### src/rtl/irq_pending_arbiter_pkg.sv
// Shared constants and types for the pending-interrupt arbiter.
package irq_arb_pkg;
    localparam int NUM_SRC = 8;
    localparam int ID_W    = 3;

    typedef enum logic {
        ARB_IDLE  = 1'b0,
        ARB_OFFER = 1'b1
    } arb_state_t;
endpackage

### src/rtl/irq_pending_arbiter_if.sv
// Valid/ready offer channel carrying the granted source ID downstream.
interface irq_pending_arbiter_if;
    import irq_arb_pkg::*;

    logic            irq_valid;
    logic            irq_ready;
    logic [ID_W-1:0] irq_id;

    modport master (output irq_valid, output irq_id, input  irq_ready);
    modport slave  (input  irq_valid, input  irq_id, output irq_ready);
endinterface

### src/rtl/irq_pending_arbiter_prio_enc8.sv
// 8-to-3 priority encoder; bit 7 has the highest priority.
module prio_enc8
    import irq_arb_pkg::*;
(
    input  logic [NUM_SRC-1:0] vec,
    input  logic               en,
    output logic [ID_W-1:0]    idx,
    output logic               any
);

    // Ascending scan so the last (highest) set bit overwrites lower ones.
    always_comb begin
        idx = '0;
        any = 1'b0;
        if (en) begin
            for (int i = 0; i < NUM_SRC; i++) begin
                if (vec[i]) begin
                    idx = ID_W'(i);
                    any = 1'b1;
                end
            end
        end
    end

endmodule

### src/rtl/irq_pending_arbiter.sv
// Sticky pending register with edge/level capture, masking and a
// hold-until-accepted offer of the highest-index enabled source.
module irq_pending_arbiter
    import irq_arb_pkg::*;
#(
    parameter int EDGE_MODE = 1
) (
    input  logic                        clk,
    input  logic                        rst_n,
    input  logic                        en,
    input  logic [NUM_SRC-1:0]          req,
    input  logic [NUM_SRC-1:0]          mask,
    irq_pending_arbiter_if.master       irq,
    output logic [NUM_SRC-1:0]          pending,
    output logic                        overflow
);

    logic [NUM_SRC-1:0] req_s, req_d;
    logic [NUM_SRC-1:0] set, clr, cand;
    logic [ID_W-1:0]    enc_idx;
    logic               enc_any;
    arb_state_t         state;

    // Two-stage sample of the request lines; req_d provides the edge reference.
    always_ff @(posedge clk or negedge rst_n) begin
        if (!rst_n) begin
            req_s <= '0;
            req_d <= '0;
        end else begin
            req_s <= req;
            req_d <= req_s;
        end
    end

    // Set events and clear-on-grant of the currently offered source.
    always_comb begin
        set = (EDGE_MODE != 0) ? (req_s & ~req_d) : req_s;
        clr = '0;
        if (irq.irq_valid && irq.irq_ready)
            clr[irq.irq_id] = 1'b1;
    end

    assign cand = pending & mask;

    prio_enc8 u_enc (
        .vec (cand),
        .en  (en),
        .idx (enc_idx),
        .any (enc_any)
    );

    // Pending update: a set arriving with a clear on the same bit wins.
    always_ff @(posedge clk or negedge rst_n) begin
        if (!rst_n) begin
            pending  <= '0;
            overflow <= 1'b0;
        end else begin
            pending  <= (pending & ~clr) | set;
            overflow <= |(set & pending & ~clr);
        end
    end

    // Offer FSM: latch an ID when idle, hold it until the consumer accepts.
    always_ff @(posedge clk or negedge rst_n) begin
        if (!rst_n) begin
            state         <= ARB_IDLE;
            irq.irq_valid <= 1'b0;
            irq.irq_id    <= '0;
        end else begin
            case (state)
                ARB_IDLE: begin
                    if (en && enc_any) begin
                        irq.irq_id    <= enc_idx;
                        irq.irq_valid <= 1'b1;
                        state         <= ARB_OFFER;
                    end
                end
                ARB_OFFER: begin
                    if (irq.irq_ready) begin
                        irq.irq_valid <= 1'b0;
                        state         <= ARB_IDLE;
                    end
                end
                default: begin
                    irq.irq_valid <= 1'b0;
                    state         <= ARB_IDLE;
                end
            endcase
        end
    end

endmodule
### src/flat_wrapper.sv
// flat-port wrapper written by rule: the top's interface ports become plain ports
module irq_pending_arbiter_flat import irq_arb_pkg::*;
#(
    parameter int EDGE_MODE = 1
)
  (clk, rst_n, en, req, mask, pending, overflow, irq_irq_valid, irq_irq_id, irq_irq_ready);
  irq_pending_arbiter_if irq_i ();
  input  logic clk;
  input  logic rst_n;
  input  logic en;
  input  logic [NUM_SRC-1:0] req;
  input  logic [NUM_SRC-1:0] mask;
  output logic [NUM_SRC-1:0] pending;
  output logic overflow;
  output wire logic [$bits(irq_i.irq_valid)-1:0] irq_irq_valid;
  output wire logic [$bits(irq_i.irq_id)-1:0] irq_irq_id;
  input wire logic [$bits(irq_i.irq_ready)-1:0] irq_irq_ready;
  assign irq_irq_valid = irq_i.irq_valid;
  assign irq_irq_id = irq_i.irq_id;
  assign irq_i.irq_ready = irq_irq_ready;
  irq_pending_arbiter #(.EDGE_MODE(EDGE_MODE)) u_core (.clk(clk), .rst_n(rst_n), .en(en), .req(req), .mask(mask), .irq(irq_i), .pending(pending), .overflow(overflow));
endmodule
### config.mk
export PLATFORM = sky130hd
export DESIGN_NAME = irq_pending_arbiter_flat
export DESIGN_NICKNAME = d
export VERILOG_FILES = /design/src/rtl/irq_pending_arbiter_pkg.sv /design/src/rtl/irq_pending_arbiter_if.sv /design/src/rtl/irq_pending_arbiter_prio_enc8.sv /design/src/rtl/irq_pending_arbiter.sv /design/src/flat_wrapper.sv
export SDC_FILE = /design/constraint.sdc
export NUM_CORES = 1
export LEC_CHECK = 0
export ABC_CLOCK_PERIOD_IN_PS = 2480
export CAP_MARGIN = 20
export CORE_MARGIN = 2
export CORE_UTILIZATION = 35
export DETAILED_ROUTE_END_ITERATION = 10
export SLEW_MARGIN = 10
export SYNTH_ARGS = -nofsm -noshare
export SYNTH_HDL_FRONTEND = slang
export SYNTH_SLANG_ARGS = --single-unit
### constraint.sdc
create_clock -name clk -period 2.48 [get_ports clk]
set_clock_uncertainty 0.2 [all_clocks]
set_input_delay 0.496 -clock clk [delete_from_list [all_inputs] [get_ports clk]]
set_output_delay 0.496 -clock clk [all_outputs]
set_load 0.01 [all_outputs]
==> Yosys cells after proc, flatten, opt, wreduce, memory -nomap -nowiden <==
Index checks and enable logic that the tools add are counted.
{ "op_classes": {"magnitude_cmp": 2, "eq_ne": 2, "n_mux": 26, "bitwise": 9, "reduce_logical": 6} }
{ "op_table": {"columns": ["op", "n"], "rows": [
  ["AND 8 bit", 5],
  ["2-to-1 mux 3 bit", 7],
  ["inverter 8 bit", 2],
  ["2-to-1 mux 1 bit", 15],
  ["2-to-1 mux 8 bit", 1],
  ["bitwise OR 8 bit", 1],
  ["OR reduction 8 bit", 1],
  ["less-than comparator 3 x 4 -> 1 bit, second input constant", 1],
  ["case mux 1 bit (2 select lines)", 2],
  ["AND reduction 2 bit", 2],
  ["demux 1 bit (select 3 bit)", 1],
  [">= comparator 3 x 1 -> 1 bit, second input constant", 1],
  ["logical AND 1 bit", 3],
  ["!= test 2 x 1 -> 1 bit, second input constant", 1],
  ["!= test 2 bit, second input constant", 1],
  ["inverter 1 bit", 1]
]} }
{ "totals": {"reg_bits": 30} }

==> Logic depth before layout (Yosys ltp) <==
{ "depth": {"depth_word": 13, "depth_mapped": 5} }

==> Cells and area by module <==
A second synthesis with hierarchy kept.
{ "hier_totals": {"hier_cells": 101, "area_unflattened_um2": 1178.6} }
{ "by_module_without_submodules": {"columns": ["module", "n_inst", "cells_each", "area_per_inst_um2", "seq_area_each_um2"], "rows": [
  ["irq_pending_arbiter", 1, 87, 1098.6, 750.7],
  ["prio_enc8", 1, 14, 80.1, 0.0]
]} }

==> Worst setup path before layout <==
Ideal clock, no wire load.
{ "synth_path": {"kind": "register to register", "startpoint": "register u_core.irq.irq_id[0]", "endpoint": "register u_core.overflow", "arrival_time_ps": 1522, "required_time_ps": 2142, "path_slack_ps": 620, "path_stages_with_launch": 6, "path_buffers": 0, "period_less_slack_ps": 1860, "path_cell_list": "dfrtp_1 > nand2b_4 > o31ai_4 > o22a_2 > o221ai_2 > or4b_1"} }
{ "synth_between": {"elab_chain_cells": 8, "elab_cells_between_ends": 9, "cone_classes": "2 x order compare; 3 x mux; 2 x bitwise; 2 x reduce/logical"} }
{ "synth_rtl": {"columns": ["item", "line", "rtl"], "rows": [
  ["start: declaration", "irq_pending_arbiter_if.sv:9", "modport master (output irq_valid, output irq_id, input irq_ready);"],
  ["start signal: assignment", "irq_pending_arbiter.sv:73", "irq.irq_id <= enc_idx;"],
  ["less-than comparator 3 x 4 -> 1 bit (implied by the code) / >= comparator 3 x 1 -> 1 bit (equally long branches)", "irq_pending_arbiter.sv:40", "clr[irq.irq_id] = 1'b1;"],
  ["logical AND 1 bit (implied by the code)", "irq_pending_arbiter.sv:40", null],
  ["2-to-1 mux 1 bit (implied by the code)", "irq_pending_arbiter.sv:40", null],
  ["demux 1 bit (select 3 bit) (*)", null, null],
  ["2-to-1 mux 8 bit (*)", "irq_pending_arbiter.sv:39", "if (irq.irq_valid && irq.irq_ready)"],
  ["inverter 8 bit (*)", "irq_pending_arbiter.sv:59", "overflow <= |(set & pending & ~clr);"],
  ["AND 8 bit (*)", "irq_pending_arbiter.sv:59", null],
  ["OR reduction 8 bit (*)", "irq_pending_arbiter.sv:59", null],
  ["end signal: assignment", "irq_pending_arbiter.sv:59", null],
  ["end: declaration", "irq_pending_arbiter.sv:15", "output logic overflow"]
]} }
Mark *: on every way between the ends. The rest lies on a longest branch, timed or not.
A chain may end at the register's enable or synchronous reset.

==> Worst setup path in the final report <==
{ "layout_path": {"startpoint": "input port irq_irq_ready", "endpoint": "register u_core.overflow"} }
{ "layout_between": {"elab_chain_cells": 5} }
{ "layout_rtl": {"columns": ["item", "line", "rtl"], "rows": [
  ["start: declaration", "flat_wrapper.sv:17", "input wire logic [$bits(irq_i.irq_ready)-1:0] irq_irq_ready;"],
  ["logical AND 1 bit", "irq_pending_arbiter.sv:39", null],
  ["2-to-1 mux 8 bit", "irq_pending_arbiter.sv:39", null],
  ["inverter 8 bit", "irq_pending_arbiter.sv:59", null],
  ["AND 8 bit", "irq_pending_arbiter.sv:59", null],
  ["OR reduction 8 bit", "irq_pending_arbiter.sv:59", null]
]} }
No other way between the ends.

==> results.rst <==
.. list-table::
   :header-rows: 1

   * - Metric
     - Value
   * - Startpoint of the worst register-to-register path
     - u_core.irq.irq_id[2]
   * - Endpoint of the worst-slack reg-to-reg timing path
     - u_core.overflow
   * - Synth area leader
     - sky130_fd_sc_hd__dfrtp_1
   * - Share of final-layout standard cells stronger than drive strength 1
     - 10.87%
   * - Total Nets Final
     - 157
   * - Fraction of registers with async set or reset after synthesis
     - 100.0%
   * - Clk sink count
     - 30
   * - Arr. time, crit path
     - 2.14 ns
   * - Largest net degree at the start of global routing
     - 31
   * - Row count
     - 20
   * - Number of distinct library cell variants in the gate-level netlist after synthesis
     - 26
   * - Routed via count
     - 855
   * - Final HPWL DP
     - 1768 µm
   * - Top cells by count, synth
     - 30 x sky130_fd_sc_hd__dfrtp_1, 20 x sky130_fd_sc_hd__nand2_1, 9 x sky130_fd_sc_hd__nand2b_1, 5 x sky130_fd_sc_hd__nor2_1, 4 x sky130_fd_sc_hd__o21ai_0
   * - Clk slew on worst S/H paths
     - 0.09 ns
   * - Clock tree from TritonCTS
     - yes
   * - Number of DRC violations after detailed-routing iteration 0
     - 39
   * - Unrepaired setup endpoints after global routing
     - no
   * - Combined buffer and inverter count along the critical path
     - 1
   * - Die Outline Area
     - 3756 µm²
   * - Layout filler cell count
     - 304
   * - Total Neg Setup Slack
     - 0 ns
   * - Required time of the critical path
     - 2.48 ns
   * - Post-CTS setup buffers
     - 0
   * - Core occupancy in the finished layout
     - 51.95%
   * - Resized cells post-CTS
     - 0
   * - Synth Net Count
     - 116
   * - Yosys top cell area share
     - 65.36%
   * - Final count of pins violating max slew
     - 0
   * - Synth Register Bits
     - 30
   * - Outcome
     - completed
   * - Depth of the CTS H-tree
     - 2
   * - Remaining Overflow, GRT
     - 0
   * - Count of input and output buffers
     - 32
   * - Share of synthesized area occupied by flip-flops and latches
     - 65.36%
   * - Power per unit of standard cell area
     - 761.8 nW/µm²
   * - Layout area overhead
     - 39.22%
   * - First-pass GRT wire length
     - 3808 µm
   * - Transition time at the pin with the least slew margin
     - 0.4505 ns
   * - Path depth of the worst reg2reg path
     - 4
   * - Sum of routed wire length over all layers
     - 2294 µm
   * - Delay of the slowest cell on the worst path
     - 0.56 ns
   * - Internal reg-to-reg setup slack
     - 0.56 ns
   * - Source-to-sink clock delay at the later pin of the worst-skew pair
     - 0.32 ns
   * - Hold WC Path Type
     - reg -> reg
   * - Final antenna diode count
     - 0
   * - Via count of the first global-routing pass
     - 850
   * - Max-cap violations
     - 0
   * - Worst supply voltage drop on vdd
     - 0.0003676 V
   * - Hold path cells
     - 0
   * - Total instance count after detailed placement
     - 174
   * - Cell types with the largest area share after synthesis
     - sky130_fd_sc_hd__dfrtp_1 65%, sky130_fd_sc_hd__nand2_1 6.5%, sky130_fd_sc_hd__nand2b_1 4.9%, sky130_fd_sc_hd__o31ai_4 1.9%, sky130_fd_sc_hd__o21ai_0 1.7%
   * - Number of clock buffers inserted by TritonCTS
     - 5
   * - Fin crit share
     - 86.00%
   * - ANT nets after route
     - 0
   * - Starting density of the core
     - 37.32%
   * - Peak Freq
     - 468.9 MHz
   * - Static leakage power
     - 0.6895 nW
   * - List of cells traversed by the critical path
     - clkdlybuf4s50_1 -> nand3_1 -> o21ai_0 -> o221ai_2 -> or4b_1
   * - Avg Cell Area, Syn
     - 11.96 µm²
   * - Post-DR wirelength/cell
     - 12.60 µm
   * - Setup violations, final
     - 0
   * - Post-synthesis instance area
     - 1149 µm²
   * - Number of search-and-repair iterations in the first detailed-routing pass
     - 4
   * - Maximum root-to-sink buffer count
     - 2
   * - Endpoint class of the critical path
     - flip-flop
   * - Worst setup SP type
     - input port
   * - Quantity of hold-fixing buffers added after cts
     - 0
   * - Slew HR
     - 69.97%
   * - Horizontal die dimension
     - 61.29 µm
   * - Category of cells accounting for the largest share of critical-path delay
     - simple AND/OR/NAND/NOR gates
   * - Most frequently used flop master after synthesis
     - sky130_fd_sc_hd__dfrtp_1
   * - Critical path class
     - in -> reg
   * - Buffer type at the clock tree root
     - sky130_fd_sc_hd__clkbuf_4
   * - Routability cong.
     - 0.7685
   * - Overall die height
     - 61.29 µm
   * - Crit path max fanout
     - 5
   * - CORE AREA
     - 3078 µm²
   * - Post-route DRC violation count
     - 0
   * - Mapped Cells
     - 96
   * - Via density per instance
     - 4.698
   * - Final critical delay including setup and external delays
     - 2.133 ns
   * - Library cell with the highest instance count after synthesis
     - sky130_fd_sc_hd__dfrtp_1
   * - Min-Delay Startpoint
     - u_core.req_s[5]
   * - Hold EP
     - u_core.req_d[5]
   * - Non-filler instance count after layout
     - 182
   * - Antenna violations before repair
     - 0
   * - EDFF count, synth
     - 0
   * - Total of warnings raised by yosys
     - 0
   * - Top-level I/O count
     - 33
   * - Crit-path slowest cell
     - sky130_fd_sc_hd__clkdlybuf4s50_1
   * - Combined global-route utilization of all metal layers
     - 14.75%
   * - Final number of hold-violating endpoints
     - 0
[worst max-delay path by stage]
stage | from | endpoint | slack (ns) | depth (start not counted)
floorplan | u_core.irq.irq_id[0] | u_core.overflow | 0.62 | 5
global placement | irq_irq_ready | u_core.overflow | 0.05 | 5
detailed placement | irq_irq_ready | u_core.overflow | 0.008 | 5
CTS | u_core.irq.irq_id[2] | irq_irq_id[2] | 0.34 | 1
global route | u_core.irq.irq_id[2] | irq_irq_id[2] | 0.27 | 1
finish | irq_irq_ready | u_core.overflow | 0.35 | 5
[report_power, final]
group | internal (mW) | total, mW | switching (mW)
registers | 0.548 | 0.618 | 0.0692
clock network | 0.137 | 0.295 | 0.157
logic | 0.174 | 0.306 | 0.132
[registers in the layout (all words and copies together) (netlist names)]
| register | count |
|---|---|
| u_core.irq.irq_id | 3 |
| u_core.irq.irq_valid | 1 |
| u_core.overflow | 1 |
| u_core.pending | 8 |
| u_core.req_d | 8 |
| u_core.req_s | 8 |
| u_core.state | 1 |
[cell type report]
cell class              count  area (µm²)  share of cell area (%)
clock buffers               7       55.05                   3.443
clock inverters             1       5.005                  0.3130
inverters                   2       7.507                  0.4695
multi-input cells          64       390.4                   24.41
flip-flops and latches     30       750.7                   46.95
well taps                  44       55.05                   3.443
repair buffers             34       335.3                   20.97
[metrics by stage]
stage / hold slack [ns] / total power [mW] / setup slack [ns] / area, µm²
2_1_floorplan: 0.0004090 / 0.7615 / 0.6198 / 1149
3_3_place_gp: 0.1601 / 0.9289 / 0.05244 / 1539
3_5_place_dp: 0.1675 / 0.9376 / 0.007783 / 1539
4_1_cts: 0.1873 / 1.237 / 0.3412 / 1599
5_1_grt: 0.2063 / 1.308 / 0.2713 / 1599
6_report: 0.1827 / 1.218 / 0.3471 / 1599
[layout by cell type (no fill, tap or decap), types with 2 or more instances in the layout]
cell type	instances
sky130_fd_sc_hd__a41oi_1	2
sky130_fd_sc_hd__inv_1	2
sky130_fd_sc_hd__a21oi_1	2
sky130_fd_sc_hd__and3b_1	2
sky130_fd_sc_hd__nand2b_1	9
sky130_fd_sc_hd__nor2_1	5
sky130_fd_sc_hd__a22o_1	2
sky130_fd_sc_hd__nand3_1	3
sky130_fd_sc_hd__buf_4	2
sky130_fd_sc_hd__clkdlybuf4s50_1	32
sky130_fd_sc_hd__clkbuf_4	5
sky130_fd_sc_hd__dfrtp_1	30
sky130_fd_sc_hd__nand2_1	20
sky130_fd_sc_hd__o21ai_0	4
[metal layers]
metal | track usage [%] | wire length, µm
met4 | 5.590 | 34
met5 | 0 | 0
met2 | 21.88 | 1091
met1 | 18.27 | 1016
met3 | 7.773 | 150
[logic make-up after synthesis]
| group | after synthesis | share of synthesized area (%) |
|---|---|---|
| compound gates | 19 | 13.62 |
| buf+inv | 2 | 0.6538 |
| flops | 30 | 65.36 |
| simple gates | 45 | 20.37 |
Note: power is estimated with default switching activity, not from simulation.
